### src/rtl/led_chaser_gen.sv
// LED chaser: moves a contiguous lit group across the LED bank once per step period.
// Optional LED_CHASER_SPEED_EN adds a speed[1:0] input that divides the step period.
module led_chaser_gen #(
    parameter int unsigned LED_W  = 16,
    parameter int unsigned LEN_W  = 4,
    parameter int unsigned PERIOD = 100_000_000
) (
    input  logic             clk,
    input  logic             rst_n,
    input  logic             btn,
    input  logic [LEN_W-1:0] len,
    input  logic [1:0]       mode,
`ifdef LED_CHASER_SPEED_EN
    input  logic [1:0]       speed,
`endif
    output logic [LED_W-1:0] led,
    output logic             step,
    output logic             running
);

    localparam int unsigned PW = (PERIOD > 1) ? $clog2(PERIOD) : 1;

    typedef enum logic [1:0] {StIdle, StLoad, StRun, StPause} state_e;

    state_e           state;
    logic             btn_q;
    logic [LEN_W-1:0] len_q;
    logic [PW-1:0]    presc;
    logic             dir_right;
    logic [PW-1:0]    p_last;
    logic             btn_edge;
    logic             len_chg;
    logic             wrap;
    logic [LED_W-1:0] led_mv;
    logic             dir_mv;

`ifdef LED_CHASER_SPEED_EN
    function automatic logic [PW-1:0] last_for(input logic [1:0] s);
        int unsigned p;
        p = PERIOD >> s;
        if (p < 2) p = 2;
        return PW'(p - 1);
    endfunction
`else
    assign p_last = PW'(PERIOD - 1);
`endif

    // Bits 0..len lit; saturates to all ones once len+1 reaches LED_W.
    function automatic logic [LED_W-1:0] group_ones(input logic [LEN_W-1:0] l);
        logic [LED_W-1:0] g;
        for (int i = 0; i < LED_W; i++) g[i] = (i <= int'(l));
        return g;
    endfunction

    assign btn_edge = btn & ~btn_q;
    assign len_chg  = (len != len_q);
    assign wrap     = (presc == p_last);

    always_comb begin
        led_mv = led;
        dir_mv = dir_right;
        case (mode)
            2'b00: led_mv = {led[LED_W-2:0], led[LED_W-1]};
            2'b01: led_mv = {led[0], led[LED_W-1:1]};
            2'b10: begin
                if (!(&led)) begin
                    // Both edges lit without being full means the group wraps around:
                    // shift in the current direction so the wrapped bit falls off.
                    if (led[LED_W-1] && led[0]) begin
                        led_mv = dir_right ? (led >> 1) : (led << 1);
                    end else if (!dir_right && led[LED_W-1]) begin
                        dir_mv = 1'b1;
                        led_mv = led >> 1;
                    end else if (dir_right && led[0]) begin
                        dir_mv = 1'b0;
                        led_mv = led << 1;
                    end else begin
                        led_mv = dir_right ? (led >> 1) : (led << 1);
                    end
                end
            end
            default: ;
        endcase
    end

    always_ff @(posedge clk or negedge rst_n) begin
        if (!rst_n) begin
            state     <= StIdle;
            btn_q     <= 1'b0;
            len_q     <= '0;
            presc     <= '0;
            dir_right <= 1'b0;
            led       <= '0;
            step      <= 1'b0;
            running   <= 1'b0;
`ifdef LED_CHASER_SPEED_EN
            p_last    <= PW'(PERIOD - 1);
`endif
        end else begin
            btn_q <= btn;
            len_q <= len;
            step  <= 1'b0;
            case (state)
                StIdle: begin
                    led     <= '0;
                    running <= 1'b0;
                    if (btn_edge) state <= StLoad;
                end
                StLoad: begin
                    // len_q takes this same value now, so no spurious reload follows.
                    led       <= group_ones(len);
                    presc     <= '0;
                    dir_right <= 1'b0;
                    state     <= StRun;
                    running   <= 1'b1;
`ifdef LED_CHASER_SPEED_EN
                    p_last    <= last_for(speed);
`endif
                end
                StRun: begin
                    if (len_chg) begin
                        state   <= StLoad;
                        running <= 1'b0;
                    end else begin
                        if (wrap) begin
                            presc     <= '0;
                            step      <= 1'b1;
                            led       <= led_mv;
                            dir_right <= dir_mv;
`ifdef LED_CHASER_SPEED_EN
                            p_last    <= last_for(speed);
`endif
                        end else begin
                            presc <= presc + 1'b1;
                        end
                        if (btn_edge) begin
                            state   <= StPause;
                            running <= 1'b0;
                        end
                    end
                end
                StPause: begin
                    if (len_chg) begin
                        state <= StLoad;
                    end else if (btn_edge) begin
                        state   <= StRun;
                        running <= 1'b1;
                    end
                end
                default: begin
                    state   <= StIdle;
                    running <= 1'b0;
                end
            endcase
        end
    end

endmodule

### config.mk
export PLATFORM = sky130hd
export DESIGN_NAME = led_chaser_gen
export DESIGN_NICKNAME = d
export VERILOG_FILES = /design/src/rtl/led_chaser_gen.sv
export SDC_FILE = /design/constraint.sdc
export NUM_CORES = 1
export LEC_CHECK = 0
export ABC_AREA = 1
export BUFFER_PORTS_ARGS = -buffer_cell sky130_fd_sc_hd__buf_2
export CAP_MARGIN = 10
export CORE_MARGIN = 1.5
export CORE_UTILIZATION = 40
export CTS_CLUSTER_SIZE = 12
export DETAILED_ROUTE_END_ITERATION = 10
export PLACE_DENSITY = 0.61
export SYNTH_ARGS = -nofsm -noshare
export SYNTH_HDL_FRONTEND = slang
export SYNTH_SLANG_ARGS = --single-unit
### constraint.sdc
create_clock -name clk -period 1.9 [get_ports clk]
set_clock_uncertainty 0.2 [all_clocks]
set_input_delay 0.19 -clock clk [delete_from_list [all_inputs] [get_ports clk]]
set_output_delay 0.19 -clock clk [all_outputs]
set_load 0.005 [all_outputs]
Word level (Yosys, flattened, before mapping) --
Cells that the tools add are included.
Cells by class: reductions and logical operators 14, add/subtract/negate cells 1, divide/modulo/power cells 0, mux-type cells 34, multipliers 0, order comparisons 15, equal/unequal tests 20, bitwise logic cells 2, shifts and indexed selects 0
Operators with widths (number):
- two-way mux 16 bit | 7
- one-hot mux 16 bit (3 select lines) | 2
- two-way mux 27 bit | 2
- one-hot mux 27 bit (2 select lines) | 1
- <= comparator 4 bit (first input constant) | 8
- adder 27 x 1 -> 27 bit (second input constant) | 1
- equality test 27 bit (second input constant) | 1
- <= comparator 3 x 4 -> 1 bit (first input constant) | 4
- AND reduction 16 bit | 1
- two-way mux 1 bit | 14
- != test 2 bit (second input constant) | 7
- != test 3 bit (second input constant) | 4
- two-way mux 2 bit | 5
- <= comparator 2 x 4 -> 1 bit (first input constant) | 2
- one-hot mux 2 bit (4 select lines) | 1
- AND reduction 7 bit | 1
- equality test 2 bit (second input constant) | 3
- AND reduction 3 bit | 2
- AND reduction 5 bit | 1
- equality test 2 x 1 -> 1 bit (second input constant) | 2
- <= comparator 1 x 4 -> 1 bit (first input constant) | 1
- zero test 2 bit | 2
- != test 4 x 1 -> 1 bit (second input constant) | 1
- != test 4 bit | 1
- 10 further kinds | 12
Word-level totals: flip-flop bits (word level) 53, memories 0, latch bits 0, RAM bits 0, output and inout port bits 18, input bits 9, logic and storage cells 94, ROM bits 0

Longest topological paths before layout --
Gate-level depths: netlist (run 1).
word-level depth 9, mapped depth 15, mapped depth without buffers 13

Least setup slack after synthesis (run 1) --
No wires, ideal clock.
path kind flip-flop to flip-flop, from register state[1], to register presc[22], arrival time 1.607 ns, period minus slack after synthesis 1.924 ns, cell stages (with the launch flop) 13, library setup time 0.117 ns, setup slack -0.024 ns, required time 1.583 ns, cell sequence dfrtp_1 inv_1 ha_1 clkbuf_1 inv_1 nor2_1 inv_1 nand2_1 buf_4 buf_4 nand4_1 nand2_1 nor2_1
On the way: cells in the longest elaborated chain, start to end 3
Ends and longest elaborated chain:
- start, declared | line 25 | state_e state;
- start signal, assigned | line 88 | state <= StIdle;
- start signal, assigned | line 107 | if (btn_edge) state <= StLoad;
- start signal, assigned | line 114 | state <= StRun;
- equality test 2 bit or equality test 2 x 1 -> 1 bit (tied branches) | line 103 | case (state)
- != test 2 bit (no source line) or nonzero test 2 bit (tied branches)
- AND reduction 2 bit (no source line)
- end signal, assigned | line 134 | presc <= presc + 1'b1;
- end, declared | line 28 | logic [PW-1:0] presc;
Parallel ways exist; a longest one is shown, timed or not. A chain may end at the register's enable or synchronous reset.

Worst setup path after layout (run 1) --
from register state[1], to register led[2]
On the way: cells in the longest elaborated chain, start to end 3
Ends and longest elaborated chain:
- equality test 2 bit, or another cell as far along | line 103
- != test 4 x 1 -> 1 bit (no source line), or another cell as far along
- AND reduction 5 bit (no source line)
- end signal, assigned | line 111 | led <= group_ones(len);
- end signal, assigned | line 128 | led <= led_mv;
- end, declared | line 16 | output logic [LED_W-1:0] led,
Parallel ways exist; a longest one is shown, timed or not.

==> flow_metrics.tcl, run 1 <==
set metrics [dict create \
    synth_fp_nets 726 \
    power.net_switching_mw 2.39 \
    avgSynthCellArea_um2 5.97 \
    synth_cell_types 35 \
    fp.dieArea_um2 11200 \
    leakage_nw 2.65 \
    crit_required_ns 1.98 \
    htree_levels 2 \
    syn_to_final_growth_pct 29.0 \
    p_sw_share_pct 46.6 \
    postPlaceCellArea_um2 4990 \
    dr.pass1.iters 5 \
    yosysSeqAreaShare_pct 31.4 \
    drive_above_1_share_pct 21.5 \
    setup_violations 9 \
    grt_pass1_wl_um 21800 \
    synth.most_common_cell "nand2_1" \
    period_minus_slack_ns 1.92 \
    rsz0062_at_grt "true" \
    yosysTopAreaCell "dfrtp_1" \
    root_buffer "clkbuf_8" \
    hold_violations 0 \
    clockBufferDepth 2 \
    clock_sinks 53 \
    crit_fanout 8 \
    diodes 0 \
    synthCells 708 \
    die_w_um 106 \
    outcome "complete, but fails checks" \
    synthTopCellsByArea "dfrtp_1, nand2_1, inv_1" \
    routedWlPerCell_um 14.5 \
    cts_tree "done" \
    yosysWarnings 0 \
    endpoint_kind "flip-flop" \
    final_nets 817 \
    hpwl_um 9860 \
    violations "negative setup slack" \
    ys_ff_latch 53 \
    period_share_pct 101 \
    drtIter0Drc 348 \
    drc_errors 0 \
    setup_slack_ns -0.0214 \
    relSlewSlack_pct 68.9 \
    p_per_area_nw_per_um2 942 \
    clk_pin_slew_ns 0.11 \
    synthFlopType "dfrtp_1" \
    peakVddDrop_mv 0.667 \
    combPwrFrac_pct 58.5 \
    arrival_ns 2.00 \
    synth_edf_count 0 \
    synthTopCellsByCount "nand2_1, inv_1, nor2_1" \
    synthesis.area_um2 4220 \
    grt.total_usage_pct 24.7 \
    place.gp.congestion 0.935 \
    post-route-util_pct 53.0 \
    nFillCells 1005 \
    via_per_inst 5.13 \
    start_util_pct 41.1 \
    sequentialPowerShare_pct 27.9 \
    path_class "reg2reg" \
    clkPwrFrac_pct 13.6 \
    antenna_found_initial 0 \
    slew_viol_final 0 \
    portBuffers 26 \
    worstHoldPathType "in2reg" \
    fmax_ghz 0.520 \
    grt_max_degree 54 \
    grt_pass1_vias 4281 \
    synth_top_area_share_pct 31.4 \
    critPathLaunchType "flip-flop" \
    clk_latency_ns 0.33 \
    drt_wl_total_um 13500 \
    vias 4806 \
    overflow 0 \
    maxCapViolCount 0 \
    antenna_left 0 \
    core_um2 10300 \
    intPower_mw 2.74 \
    cts_buffers 5 \
    die_y_um 106 \
    tightest_slew_ns 0.463 \
    rows 37 \
    final_area_um2 5450 \
    synth-async-reset-ratio_pct 100 \
    io-pin-count 27 \
]
## metrics by stage
step	hold WS [ns]	power [mW]	setup slack [ns]	cells	TNS, ns
after CTS	0.109	4.79	0.00535	929	0
final	0.115	5.13	-0.0214	936	-0.100
after floorplan	-0.306	2.94	0.00509	708	0
after global placement	0.0210	3.88	-0.0182	913	-0.0987
after global routing	0.146	5.52	-0.126	936	-1.70
after detailed placement	0.0160	3.94	-0.0537	913	-0.838
## flip-flops by register name, indices dropped and copies added (netlist names)
name / cells
presc: 27
led: 16
len_q: 4
state: 2
btn_q: 1
dir_right: 1
running: 1
step: 1
## placed cells by master, fill, tap and decap left out, types with 8 or more instances in the layout
cell / count
a21oi_1: 25
buf_2: 26
buf_4: 63
dfrtp_1: 50
inv_1: 79
inv_2: 8
nand2_1: 254
nand2_2: 18
nand3_1: 34
nand4_1: 16
nor2_1: 76
nor2_2: 8
o21ai_0: 52
## logic make-up after synthesis
logic type	Yosys count	share of synthesized area [%]
fa+ha+maj	9	2.67
compound gates	98	12.1
buf+inv	115	10.9
simple gates	429	42.1
xor+xnor	4	0.829
flops	53	31.4
## worst max-delay path: stages (launching register included)
cell and delay (ns):
dfrtp_2 0.46, ha_4 0.19, buf_6 0.13, nand3_2 0.08
nand2_2 0.07, a21oi_4 0.14, nand3_4 0.15, nor2_4 0.28
nand2_1 0.09, nand2_1 0.07
## cell type report
| class | count | area (um^2) | area share [%] |
|---|---|---|---|
| Clock buffer | 5 | 68.8 | 1.26 |
| Clock inverter | 3 | 25.0 | 0.459 |
| Inverter | 90 | 344 | 6.31 |
| Multi-Input combinational cell | 541 | 2640 | 48.4 |
| Sequential cell | 53 | 1330 | 24.4 |
| Tap cell | 136 | 170 | 3.12 |
| Timing Repair Buffer | 108 | 876 | 16.1 |
## power by group through the flow
stage	clock network, mW	logic, mW	registers, mW
after detailed placement	0	2.50	1.43
final	0.698	3.00	1.43
after CTS	0.732	2.65	1.41
after floorplan	0	1.48	1.46
after global routing	0.776	3.30	1.45
after global placement	0	2.46	1.42
## timing repair
item | CTS | global route
resized for setup | 7 | 65
buffers inserted | 1 | 6
pin swaps | 4 | 21
setup endpoints to repair | 30 | 37
hold buffers | 6 | 0
gates cloned | 1 | 1
hold endpoints to repair | 58 | 0
## path summary, 6_finish.rpt
path                       startpoint        end  slack [ns]  depth (start not counted)
max                          state[1]     led[2]       -0.02                          9
min                            len[3]     led[8]        0.11                          5
max reg2reg                  state[1]     led[2]       -0.02                          9
min reg2reg                   running    running        0.35                          2
max in group asynchronous       rst_n  presc[16]        1.05                          3
min in group asynchronous       rst_n   presc[7]        0.19                          3
## metal layers
metal,GRT usage [%],up-vias,wire length (um)
li1,-,2419,-
met1,36.2,2174,6200
met2,38.6,195,6040
met3,3.40,18,1120
met4,5.79,0,168
met5,0,-,0
Note: power is estimated with default switching activity, not from simulation.
==> run 2, diff against run 1 <==
--- a/config.mk
+++ b/config.mk
@@ -10,9 +10,11 @@
 export CAP_MARGIN = 10
 export CORE_MARGIN = 1.5
 export CORE_UTILIZATION = 40
+export CTS_CLUSTER_DIAMETER = 120
 export CTS_CLUSTER_SIZE = 12
 export DETAILED_ROUTE_END_ITERATION = 10
 export PLACE_DENSITY = 0.61
 export SYNTH_ARGS = -nofsm -noshare
 export SYNTH_HDL_FRONTEND = slang
 export SYNTH_SLANG_ARGS = --single-unit
+export TNS_END_PERCENT = 50
==> constraint.sdc (replaced) <==
create_clock -name clk -period 1.9 [get_ports clk]
set_clock_uncertainty 0.2 [all_clocks]
set_input_delay 0.19 -clock clk [delete_from_list [all_inputs] [get_ports clk]]
set_output_delay 0.19 -clock clk [all_outputs]
set_load 0.02 [all_outputs]
==> flow_metrics.tcl, run 2 (synthesis results as in run 1) <==
set metrics [dict create \
    io-pin-count 27 \
    final_nets 817 \
    hold_violations 0 \
    peakVddDrop_mv 0.718 \
    dr.pass1.iters 7 \
    grt_pass1_vias 4281 \
    layout_common_cells "nand2_1, inv_1, nor2_1" \
    die_w_um 106 \
    arrival_ns 1.96 \
    htree_levels 2 \
    multi_input_area_um2 2590 \
    clockBufferDepth 2 \
    clk_pin_slew_ns 0.11 \
    hpwl_um 9860 \
    timing.rr.end "presc[12]" \
    crit_fanout 5 \
    largest_register_ffs 27 \
    via_per_inst 5.11 \
    r2r_start "state[1]" \
    setup_slack_ns -0.0339 \
    rsz0062_at_grt "true" \
    root_buffer "clkbuf_8" \
    overflow 0 \
    reg_top3 "presc: 27 flops, led: 16 flops, len_q: 4 flops" \
    fp.dieArea_um2 11200 \
    grt.total_usage_pct 24.7 \
    vias 4786 \
    leakage_nw 2.64 \
    core_um2 10300 \
    post-route-util_pct 52.5 \
    cts_buffers 5 \
    drive_above_1_share_pct 20.5 \
    relSlewSlack_pct 66.3 \
    stdcell_count 936 \
    grt_pass1_wl_um 21800 \
    maxCapViolCount 0 \
    setup_violations 9 \
    final_common_cell "nand2_1" \
    p_total_mw 5.19 \
    period_share_pct 102 \
    slew_viol_final 0 \
    clock_sinks 53 \
    p_per_area_nw_per_um2 962 \
    crit_path_end "presc[12]" \
    fmax_ghz 0.517 \
    start_util_pct 41.1 \
    place.gp.congestion 0.935 \
    drc_errors 0 \
    syn_to_final_growth_pct 27.8 \
    cp-startpoint "state[1]" \
    drt_wl_total_um 13500 \
    outcome "complete, but fails checks" \
    die_y_um 106 \
    endpoint_kind "flip-flop" \
    violations "negative setup slack" \
    worstHoldPathType "in2reg" \
    portBuffers 26 \
    nFillCells 1016 \
    antenna_found_initial 0 \
    routedWlPerCell_um 14.4 \
    critPathLaunchType "flip-flop" \
    antenna_left 0 \
    r2r_slack_ns -0.03 \
    drtIter0Drc 408 \
    period_minus_slack_ns 1.93 \
    grt_max_degree 54 \
    seqCellArea_um2 1330 \
    tightest_slew_ns 0.501 \
    largest-register "presc" \
    hold_ws_ns 0.112 \
    path_class "reg2reg" \
    crit_required_ns 1.93 \
    placed_cells 913 \
    rows 37 \
    cts_tree "done" \
    ff2ff_path_depth 8 \
    diodes 0 \
    clk_latency_ns 0.33 \
]
-- run 2: timing repair --
item                                    4_1_cts  5_1_grt
buffers inserted                              1        6
endpoints found under the setup margin       30       37
cloned                                        1        1
resized for setup                             7       51
pin swaps                                     4       19
endpoints found under the hold margin        58        0
hold buffers                                  6        0
-- run 2: how the worst min path moves through the flow --
stage | from | end | slack, ns | cells after the start
after floorplan | rst_n | btn_q | -0.31 | 0
after global placement | rst_n | presc[3] | 0.02 | 2
after detailed placement | rst_n | presc[4] | 0.02 | 2
after CTS | len[3] | led[1] | 0.11 | 5
after global routing | len[3] | led[8] | 0.15 | 5
final | len[3] | led[8] | 0.11 | 5
-- run 2: layer usage --
layer,track usage [%],routed length (um),part of all wire (%),vias up
li1,-,-,-,2416
met1,36.2,6320,47,2150
met3,3.40,973,7.2,24
met5,0,0,0,-
met4,5.79,227,1.7,0
met2,38.6,5960,44,196
-- run 2: critical path, stage by stage (launching register included) --
cell	delay, ns
dfrtp_2	0.46
ha_4	0.19
buf_4	0.13
nor2_1	0.08
inv_1	0.07
nand2_4	0.10
clkinvlp_4	0.20
buf_4	0.21
o31ai_1	0.20
-- run 2: final cells by class --
| class | count | share of cell area (%) |
|---|---|---|
| tap | 136 | 3.15 |
| sequential | 53 | 24.6 |
| timing repair buffer | 108 | 16.1 |
| multi-input combinational | 541 | 48.0 |
| clock inverter | 3 | 0.463 |
| clock buffer | 5 | 1.27 |
| inverter | 90 | 6.37 |
-- run 2: stage by stage --
stage / setup TNS (ns) / instance area (um^2) / worst slack [ns]
floorplan: 0 / 4230 / 0.00484
global placement: -0.0987 / 4990 / -0.0182
global route: -1.55 / 5400 / -0.116
detailed placement: -0.838 / 4990 / -0.0537
CTS: 0 / 5190 / 0.00535
finish: -0.116 / 5400 / -0.0339
-- run 2: power breakdown --
| part | switching (mW) | internal (mW) | total [mW] |
|---|---|---|---|
| Combinational | 1.90 | 1.17 | 3.07 |
| Sequential | 0.147 | 1.28 | 1.43 |
| Clock | 0.431 | 0.267 | 0.698 |
| Total | 2.47 | 2.72 | 5.19 |
